===== src/rtl/arb_pkg.sv =====
// rtl/arb_pkg.sv - shared constants and state type for the round-robin grant index arbiter
// Contents:
//   N_REQ     number of requesters (fixed at 8, matches the downstream 3-to-8 decoder)
//   IDX_W     width of the grant index
//   TIMEOUT_W width of the grant hold counter
//   arb_state_t  arbiter state (IDLE, GRANT)
package arb_pkg;

  localparam int N_REQ     = 8;
  localparam int IDX_W     = 3;
  localparam int TIMEOUT_W = 8;

  typedef enum logic {
    IDLE  = 1'b0,
    GRANT = 1'b1
  } arb_state_t;

endpackage


===== src/rtl/rr_pick8.sv =====
// rtl/rr_pick8.sv - combinational round-robin pick of the first set request at or after ptr
// Ports:
//   req  in  [7:0]  request vector
//   ptr  in  [2:0]  highest-priority position for this scan
//   any  out        at least one request is set
//   idx  out [2:0]  selected requester index (valid when any = 1)
module rr_pick8
  import arb_pkg::*;
(
  input  logic [N_REQ-1:0] req,
  input  logic [IDX_W-1:0] ptr,
  output logic             any,
  output logic [IDX_W-1:0] idx
);

  logic [N_REQ-1:0] rot;
  logic [IDX_W-1:0] off;

  // Rotate right so that requester ptr lands on bit 0; the lowest set bit of
  // rot is then the first requester in the modulo-8 scan ptr, ptr+1, ...
  assign rot = N_REQ'({req, req} >> ptr);

  always_comb begin
    off = '0;
    for (int i = N_REQ - 1; i >= 0; i--) begin
      if (rot[i]) begin
        off = IDX_W'(i);
      end
    end
  end

  assign any = |req;

  // Un-rotate: the 3-bit add wraps modulo 8.
  assign idx = ptr + off;

endmodule


===== src/rtl/rr_arb_index.sv =====
// rtl/rr_arb_index.sv - eight-requester round-robin arbiter with registered grant index and watchdog
// Parameters:
//   TIMEOUT  maximum grant hold in cycles (1..255)
// Ports:
//   clk          in        rising-edge clock
//   rst_n        in        asynchronous active-low reset
//   req          in  [7:0] level-sensitive request vector
//   done         in        one-cycle release pulse from the current owner
//   gnt_valid    out       registered, a grant is active
//   gnt_idx      out [2:0] registered index of the granted requester
//   timeout_err  out       registered one-cycle pulse on a forced release
module rr_arb_index
  import arb_pkg::*;
#(
  parameter int TIMEOUT = 255
) (
  input  logic             clk,
  input  logic             rst_n,
  input  logic [N_REQ-1:0] req,
  input  logic             done,
  output logic             gnt_valid,
  output logic [IDX_W-1:0] gnt_idx,
  output logic             timeout_err
);

  arb_state_t           state;
  logic [IDX_W-1:0]     ptr;
  logic [TIMEOUT_W-1:0] cnt;
  logic                 pick_any;
  logic [IDX_W-1:0]     pick_idx;

  rr_pick8 u_pick (
    .req (req),
    .ptr (ptr),
    .any (pick_any),
    .idx (pick_idx)
  );

  always_ff @(posedge clk or negedge rst_n) begin
    if (!rst_n) begin
      state       <= IDLE;
      gnt_valid   <= 1'b0;
      gnt_idx     <= '0;
      timeout_err <= 1'b0;
      ptr         <= '0;
      cnt         <= '0;
    end else begin
      timeout_err <= 1'b0;
      case (state)
        IDLE: begin
          // done is ignored here; req is the only thing that matters.
          if (pick_any) begin
            gnt_idx   <= pick_idx;
            gnt_valid <= 1'b1;
            cnt       <= '0;
            state     <= GRANT;
          end
        end
        GRANT: begin
          // req is not re-sampled while a grant is held. done takes
          // precedence over the watchdog when both happen together.
          if (done) begin
            gnt_valid <= 1'b0;
            ptr       <= gnt_idx + IDX_W'(1);
            state     <= IDLE;
          end else if (cnt == TIMEOUT_W'(TIMEOUT)) begin
            gnt_valid   <= 1'b0;
            timeout_err <= 1'b1;
            ptr         <= gnt_idx + IDX_W'(1);
            state       <= IDLE;
          end else begin
            cnt <= cnt + TIMEOUT_W'(1);
          end
        end
        default: begin
          gnt_valid <= 1'b0;
          state     <= IDLE;
        end
      endcase
    end
  end

endmodule


===== config.mk =====
export PLATFORM = sky130hd
export DESIGN_NAME = rr_arb_index
export DESIGN_NICKNAME = d
export VERILOG_FILES = /design/src/rtl/arb_pkg.sv /design/src/rtl/rr_pick8.sv /design/src/rtl/rr_arb_index.sv
export SDC_FILE = /design/constraint.sdc
export NUM_CORES = 1
export LEC_CHECK = 0
export CAP_MARGIN = 15
export CORE_MARGIN = 3
export CORE_UTILIZATION = 30
export CTS_BUF_LIST = sky130_fd_sc_hd__clkbuf_4 sky130_fd_sc_hd__clkbuf_8 sky130_fd_sc_hd__clkbuf_16
export DETAILED_ROUTE_END_ITERATION = 6
export PLACE_DENSITY = 0.45
export SLEW_MARGIN = 0
export SYNTH_ARGS = -nofsm -noshare
export SYNTH_HDL_FRONTEND = slang
export SYNTH_SLANG_ARGS = --single-unit

===== constraint.sdc =====
create_clock -name clk -period 3.75 [get_ports clk]
set_input_delay 0.375 -clock clk [delete_from_list [all_inputs] [get_ports clk]]
set_output_delay 0.375 -clock clk [all_outputs]
set_load 0.1 [all_outputs]

==> results of run 1 <==
==> sequential cells by signal, summed over array words and instances, names as in the netlist <==
name and count:
cnt 8, gnt_idx 3, ptr 3, gnt_valid 1, state 1, timeout_err 1
==> per-layer routing <==
metal  vias up  track usage (%)  share of wire [%]
li1        570                -                  -
met1       565            21.79                 53
met2        23            17.89                 44
met3         0            3.204                3.0
met4         0            1.186                  0
met5         -                0                  0
==> synth_stat cells, types with 2 or more instances <==
cell type	n
nand2b_1	4
nand3_1	5
nor3_1	3
o21ai_0	7
ha_1	3
mux2i_1	7
mux4_1	5
nand2_1	9
o21ai_1	2
buf_2	3
xnor2_1	5
o21a_1	2
xor2_1	2
mux2_2	5
inv_1	8
dfrtp_1	17
a21oi_1	12
or3_1	2
nor2_1	22
mux4_2	6
==> power by group through the flow <==
stage               clock [mW]  combinational [mW]  sequential, mW
floorplan                    0               0.540           0.431
detailed placement           0               0.804           0.344
finish                   0.143               0.800           0.342
global placement             0               0.795           0.343
CTS                      0.149               0.810           0.342
global route             0.159               0.874           0.354
==> cell type report <==
class	count	area [um2]
Timing Repair Buffer	17	165.2
Inverter	9	38.79
Clock buffer	4	48.80
Tap cell	52	65.06
Fill cell	449	2801
Multi-Input combinational cell	114	929.6
Sequential cell	17	425.4
==> metrics by stage <==
stage | setup WS [ns] | cell area (um2)
floorplan | 1.097 | 1428
global placement | 0.5240 | 1624
detailed placement | 0.4672 | 1624
CTS | 0.5899 | 1673
global route | 0.2743 | 1673
finish | 0.6057 | 1673
==> kinds of logic (layout without fill, tap and decap cells) <==
family	after synthesis	count (layout)
XOR/XNOR	7	7
AND/OR/NAND/NOR	48	48
adder cells (fa/ha/maj)	4	4
flip-flops	17	17
buffers and inverters	15	30
multiplexers	23	23
AO/OA/AOI/OAI	32	32
==> worst max path at each step <==
stage                              to  slack [ns]          startpoint
2_1_floorplan  gnt_idx[2]$_DFFE_PN0P_        1.10  ptr[0]$_DFFE_PN0P_
5_1_grt        gnt_idx[2]$_DFFE_PN0P_        0.27  ptr[1]$_DFFE_PN0P_
4_1_cts        gnt_idx[2]$_DFFE_PN0P_        0.59  ptr[1]$_DFFE_PN0P_
6_report       gnt_idx[2]$_DFFE_PN0P_        0.61  ptr[1]$_DFFE_PN0P_
3_5_place_dp   gnt_idx[2]$_DFFE_PN0P_        0.47              req[5]
3_3_place_gp   gnt_idx[2]$_DFFE_PN0P_        0.52              req[5]
==> impl_metrics.env, run 1 <==
export IMPL_clkTransAtPathRegs_ns=0.06
export IMPL_ys_flop_type="dfrtp_1"
export IMPL_synth_area_top_cells="dfrtp_1 30%, mux4_2 9.5%, mux4_1 9.2%"
export IMPL_drt_pre_antenna_iters=5
export IMPL_clk_latency_ns=0.25
export IMPL_maxSlewHeadroom_pct=35.25
export IMPL_hold_class="flip-flop to flip-flop"
export IMPL_cap_violations=0
export IMPL_gr_total_overflow=0
export IMPL_slowest_stage="dfrtp_1"
export IMPL_io_pins=16
export IMPL_final_setup_tns_ns=0
export IMPL_cp_max_fo=18
export IMPL_max_stage_delay_ns=0.88
export IMPL_dieWidth_um=74.99
export IMPL_leakagePower_nw=0.6784
export IMPL_cts_tree="yes"
export IMPL_synth_compound_area_share_pct=14.37
export IMPL_holdWs_ns=0.4985
export IMPL_vdd_drop_max_v=0.0004672
export IMPL_synthAdderAreaFrac_pct=4.032
export IMPL_dp_cells=209
export IMPL_reg2reg_to="gnt_idx[2]$_DFFE_PN0P_"
export IMPL_pwr_share_clk_pct=11.1
export IMPL_synth_top_family_by_area="multiplexers"
export IMPL_numCtsBuffers=3
export IMPL_cts_hold_buffers_added=0
export IMPL_yosysTopAreaCell="dfrtp_1"
export IMPL_critPathCaptureType="flip-flop"
export IMPL_antenna_found_initial=0
export IMPL_synth_top_area_share_pct=29.80
export IMPL_p_int_mw=0.6645
export IMPL_fin_skew_ns=0.001983
export IMPL_netlist_area_mm2=0.001428
export IMPL_yosys_area_share_simple_pct=14.90
export IMPL_rsz0062_at_grt="no"
export IMPL_synthArstFlopShare_pct=100.0
export IMPL_yosys_cell_types_count=37
export IMPL_path_buf_inv=1
export IMPL_routed_wl_um=3385
export IMPL_routedWlPerCell_um=15.89
export IMPL_die_h_um=74.99
export IMPL_arrival_ns=3.28
export IMPL_grt_pass1_vias=1118
export IMPL_grt_pass1_wl_um=5671
export IMPL_final_common_cell="nor2_1"
export IMPL_swShare_pct=48.26
export IMPL_drtIter0Drc=105
export IMPL_cts_sinks=17
export IMPL_worstPathRequired_ns=3.88
export IMPL_gp_congestion=0.7818
export IMPL_r2r_start="ptr[1]$_DFFE_PN0P_"
export IMPL_n_antenna_cell=0
export IMPL_crit_family="flip-flops"
export IMPL_yosysSeqAreaShare_pct=29.80
export IMPL_power_density_mw_per_mm2=767.7
export IMPL_crit_path_start_kind="flip-flop"
export IMPL_min_period_ns=3.144
export IMPL_p_seq_share_pct=26.6
export IMPL_setup_violations=0
export IMPL_postCtsSetupRepairBufs=0
export IMPL_postRouteAntennaNets=0
export IMPL_worstRegToRegCells=12
export IMPL_row_count=24
export IMPL_clk_path_buf_depth=2
export IMPL_grt_usage_pct=13.23
export IMPL_power_total_mw=1.284
export IMPL_hold_viol_final=0
export IMPL_synth_edff_count=0
export IMPL_hold_end="gnt_valid$_DFFE_PN0P_"
export IMPL_syn_num_nets=161
export IMPL_cp_depth=12
export IMPL_whs_path_depth=1
export IMPL_synth_xor_area_share_pct=4.294
export IMPL_r2r_slack_ns=0.61
export IMPL_drive_above_1_share_pct=13.04
export IMPL_remaining_drc_errors=0
export IMPL_grt_max_degree=20
export IMPL_min_period_over_period_pct=83.85
export IMPL_final_nets=177
export IMPL_dieArea_mm2=0.005623
export IMPL_ys_warn_count=0
export IMPL_core_area_mm2=0.004474
export IMPL_ys_seq_elements=17
export IMPL_min_from="gnt_valid$_DFFE_PN0P_"
export IMPL_vias=1158
export IMPL_post_route_util_pct=37.39
export IMPL_area_growth_pct=17.18
export IMPL_fin_cells=213
export IMPL_portBuffers=15
export IMPL_fmax_ghz=0.3180
export IMPL_dp_hpwl_um=2432
export IMPL_via_per_inst=5.437
export IMPL_slew_violations=0
export IMPL_combinationalPowerShare_pct=62.3
export IMPL_p_sw_mw=0.6198
export IMPL_cts_resized=0
export IMPL_start_util_pct=31.91
export IMPL_synth_avg_cell_area_um2=9.778
export IMPL_crit_chain="mux2_2 > nor2_1 > a21oi_1 > o21ai_0 > a221oi_1 > o22ai_1 > ha_1 > inv_1 > fa_1 > xnor2_1 > xnor2_1 > a21oi_1"
export IMPL_final_cell_mix="22 x nor2_1, 17 x dfrtp_1, 15 x clkdlybuf4s50_1, 12 x a21oi_1, 9 x nand2_1"
export IMPL_synthCells=146
export IMPL_root_buffer="clkbuf_8"
export IMPL_critPathKind="flip-flop to flip-flop"
export IMPL_max_slew_worst_pin_slew_ns=0.9683
export IMPL_htreeDepth=1
export IMPL_outcome="finished clean"
export IMPL_muxShareOfSynthArea_pct=27.52
No activity file was read; power rests on OpenSTA's default activity.
==> inputs of run 2 (changes only) <==
Settings changed: PLACE_DENSITY 0.45 to 0.47.
Clock period 3.75 ns to 2.6 ns, I/O delays scaled along.
==> run 2 against run 1 <==
Largest power group unchanged; the flow now finishes with violations (negative setup slack); power increased by 71%; highest routed layer is now met4; die area unchanged; via count increased by 8.9%; first-iteration DRC count decreased by 26%; design area increased by 16%; count of clock-buffer cells in the layout decreased by 1; register-to-register slack got worse by 0.67 ns.
==> impl_metrics.env, run 2 (synthesis results as in run 1) <==
export IMPL_root_buffer="clkbuf_8"
export IMPL_start_util_pct=31.91
export IMPL_clkTransAtPathRegs_ns=0.07
export IMPL_final_setup_tns_ns=-0.1211
export IMPL_place_area_mm2=0.001804
export IMPL_clk_path_buf_depth=2
export IMPL_via_per_inst=5.254
export IMPL_min_period_over_period_pct=102.5
export IMPL_hold_viol_final=0
export IMPL_drive_above_1_share_pct=36.70
export IMPL_remaining_drc_errors=0
export IMPL_cts_sinks=17
export IMPL_htreeDepth=1
export IMPL_clk_latency_ns=0.25
export IMPL_violations="negative setup slack"
export IMPL_setup_violations=2
export IMPL_grt_pass1_wl_um=6092
export IMPL_max_stage_delay_ns=0.43
export IMPL_gp_congestion=0.8319
export IMPL_power_density_mw_per_mm2=1131
export IMPL_row_count=24
export IMPL_leakagePower_nw=0.8403
export IMPL_final_common_cell="buf_4"
export IMPL_top_register="cnt"
export IMPL_hold_class="input port to asynchronous set/reset pin"
export IMPL_fin_skew_ns=0.002468
export IMPL_routed_wl_um=3502
export IMPL_min_period_ns=2.665
export IMPL_dieWidth_um=74.99
export IMPL_numCtsBuffers=3
export IMPL_outcome="finished with violations"
export IMPL_grt_max_degree=20
export IMPL_vdd_drop_max_v=0.0006305
export IMPL_rsz0062_at_grt="yes"
export IMPL_worstPathRequired_ns=2.74
export IMPL_drtIter0Drc=78
export IMPL_gr_total_overflow=0
export IMPL_core_area_mm2=0.004474
export IMPL_cts_tree="yes"
export IMPL_fin_ws_ns=-0.06468
export IMPL_area_growth_pct=36.20
export IMPL_crit_chain="buf_12 > mux2i_4 > mux2i_2 > a2111o_1 > a221oi_2 > o22ai_1 > ha_2 > inv_2 > fa_2 > xnor2_2 > xnor2_1 > a21oi_1"
export IMPL_grt_pass1_vias=1277
export IMPL_path_buf_inv=2
export IMPL_dp_hpwl_um=2701
export IMPL_die_h_um=74.99
export IMPL_post_route_util_pct=43.46
export IMPL_arrival_ns=2.80
export IMPL_fill_cells=422
export IMPL_largestRegisters="cnt: 8 flops, gnt_idx: 3 flops, ptr: 3 flops"
export IMPL_critPathKind="flip-flop to flip-flop"
export IMPL_maxSlewHeadroom_pct=49.94
export IMPL_fmax_ghz=0.3753
export IMPL_final_nets=204
export IMPL_postRouteAntennaNets=0
export IMPL_crit_family="compound AO/OA/AOI/OAI gates"
export IMPL_portBuffers=15
export IMPL_slew_violations=0
export IMPL_critPathCaptureType="flip-flop"
export IMPL_holdWs_ns=0.4488
export IMPL_largest_register_ff_count=8
export IMPL_multi_input_area_um2=988.4
export IMPL_vias=1261
export IMPL_crit_path_start_kind="flip-flop"
export IMPL_cts_hold_buffers_added=0
export IMPL_dieArea_mm2=0.005623
export IMPL_final_cell_mix="32 x buf_4, 19 x nor2_1, 16 x dfrtp_1, 11 x a21oi_1, 9 x nand2_1"
export IMPL_cap_violations=0
export IMPL_cp_max_fo=8
export IMPL_drt_pre_antenna_iters=4
export IMPL_grt_usage_pct=13.90
export IMPL_n_antenna_cell=0
export IMPL_antenna_found_initial=0
export IMPL_seqCellArea_um2=426.7
export IMPL_slowest_stage="dfrtp_2"
export IMPL_max_slew_worst_pin_slew_ns=0.7485
export IMPL_io_pins=16
export IMPL_routedWlPerCell_um=14.59
export IMPL_fin_area_mm2=0.001944
[run 2: per-layer routing]
layer  share of wire [%]  wire (um)  GRT usage (%)
met1                  49       1704          19.53
met2                  49       1722          22.73
met3                 1.6         55          2.537
met4                0.54         19          2.372
met5                   0          0              0
[run 2: path summary, 6_finish.rpt]
| path | startpoint | end | slack [ns] | cells past startpoint |
|---|---|---|---|---|
| worst max register to register | ptr[1]$_DFFE_PN0P_ | gnt_idx[2]$_DFFE_PN0P_ | -0.06 | 12 |
| max in group asynchronous | rst_n | ptr[1]$_DFFE_PN0P_ | 1.63 | 1 |
| worst min-delay path | rst_n | cnt[6]$_DFFE_PN0P_ | 0.45 | 1 |
| worst max-delay path | ptr[1]$_DFFE_PN0P_ | gnt_idx[2]$_DFFE_PN0P_ | -0.06 | 12 |
| min in group clk | gnt_valid$_DFFE_PN0P_ | gnt_valid$_DFFE_PN0P_ | 0.50 | 1 |
| worst min register to register | gnt_valid$_DFFE_PN0P_ | gnt_valid$_DFFE_PN0P_ | 0.50 | 1 |
[run 2: repair_timing]
| action | 4_1_cts | 5_1_grt |
|---|---|---|
| buffers inserted | 0 | 2 |
| pin swaps | 8 | 8 |
| endpoints found under the setup margin | 2 | 2 |
| gates cloned | 1 | 0 |
| gates resized for setup | 19 | 8 |
| hold endpoints to repair | 0 | 0 |
[run 2: power breakdown]
| group | leakage, nW | internal, mW | switching [mW] |
|---|---|---|---|
| combinational | 0.600 | 0.743 | 0.826 |
| sequential | 0.215 | 0.347 | 0.0884 |
| clock | 0.0255 | 0.106 | 0.0881 |
[run 2: stage by stage]
stage,std cells,setup slack (ns),power (mW)
finish,240,-0.06468,2.199
global route,240,-0.2404,2.375
CTS,238,-0.07687,2.148
detailed placement,233,-0.4944,1.821
global placement,233,-0.5044,1.813
floorplan,146,0.02035,1.409
[run 2: layout make-up]
class	count	share of cell area, %
sequential	17	21.94
tap	52	3.346
multi-input combinational	114	50.84
clock inverter	1	0.2574
timing repair buffer	44	19.50
clock buffer	3	2.124
inverter	9	1.995
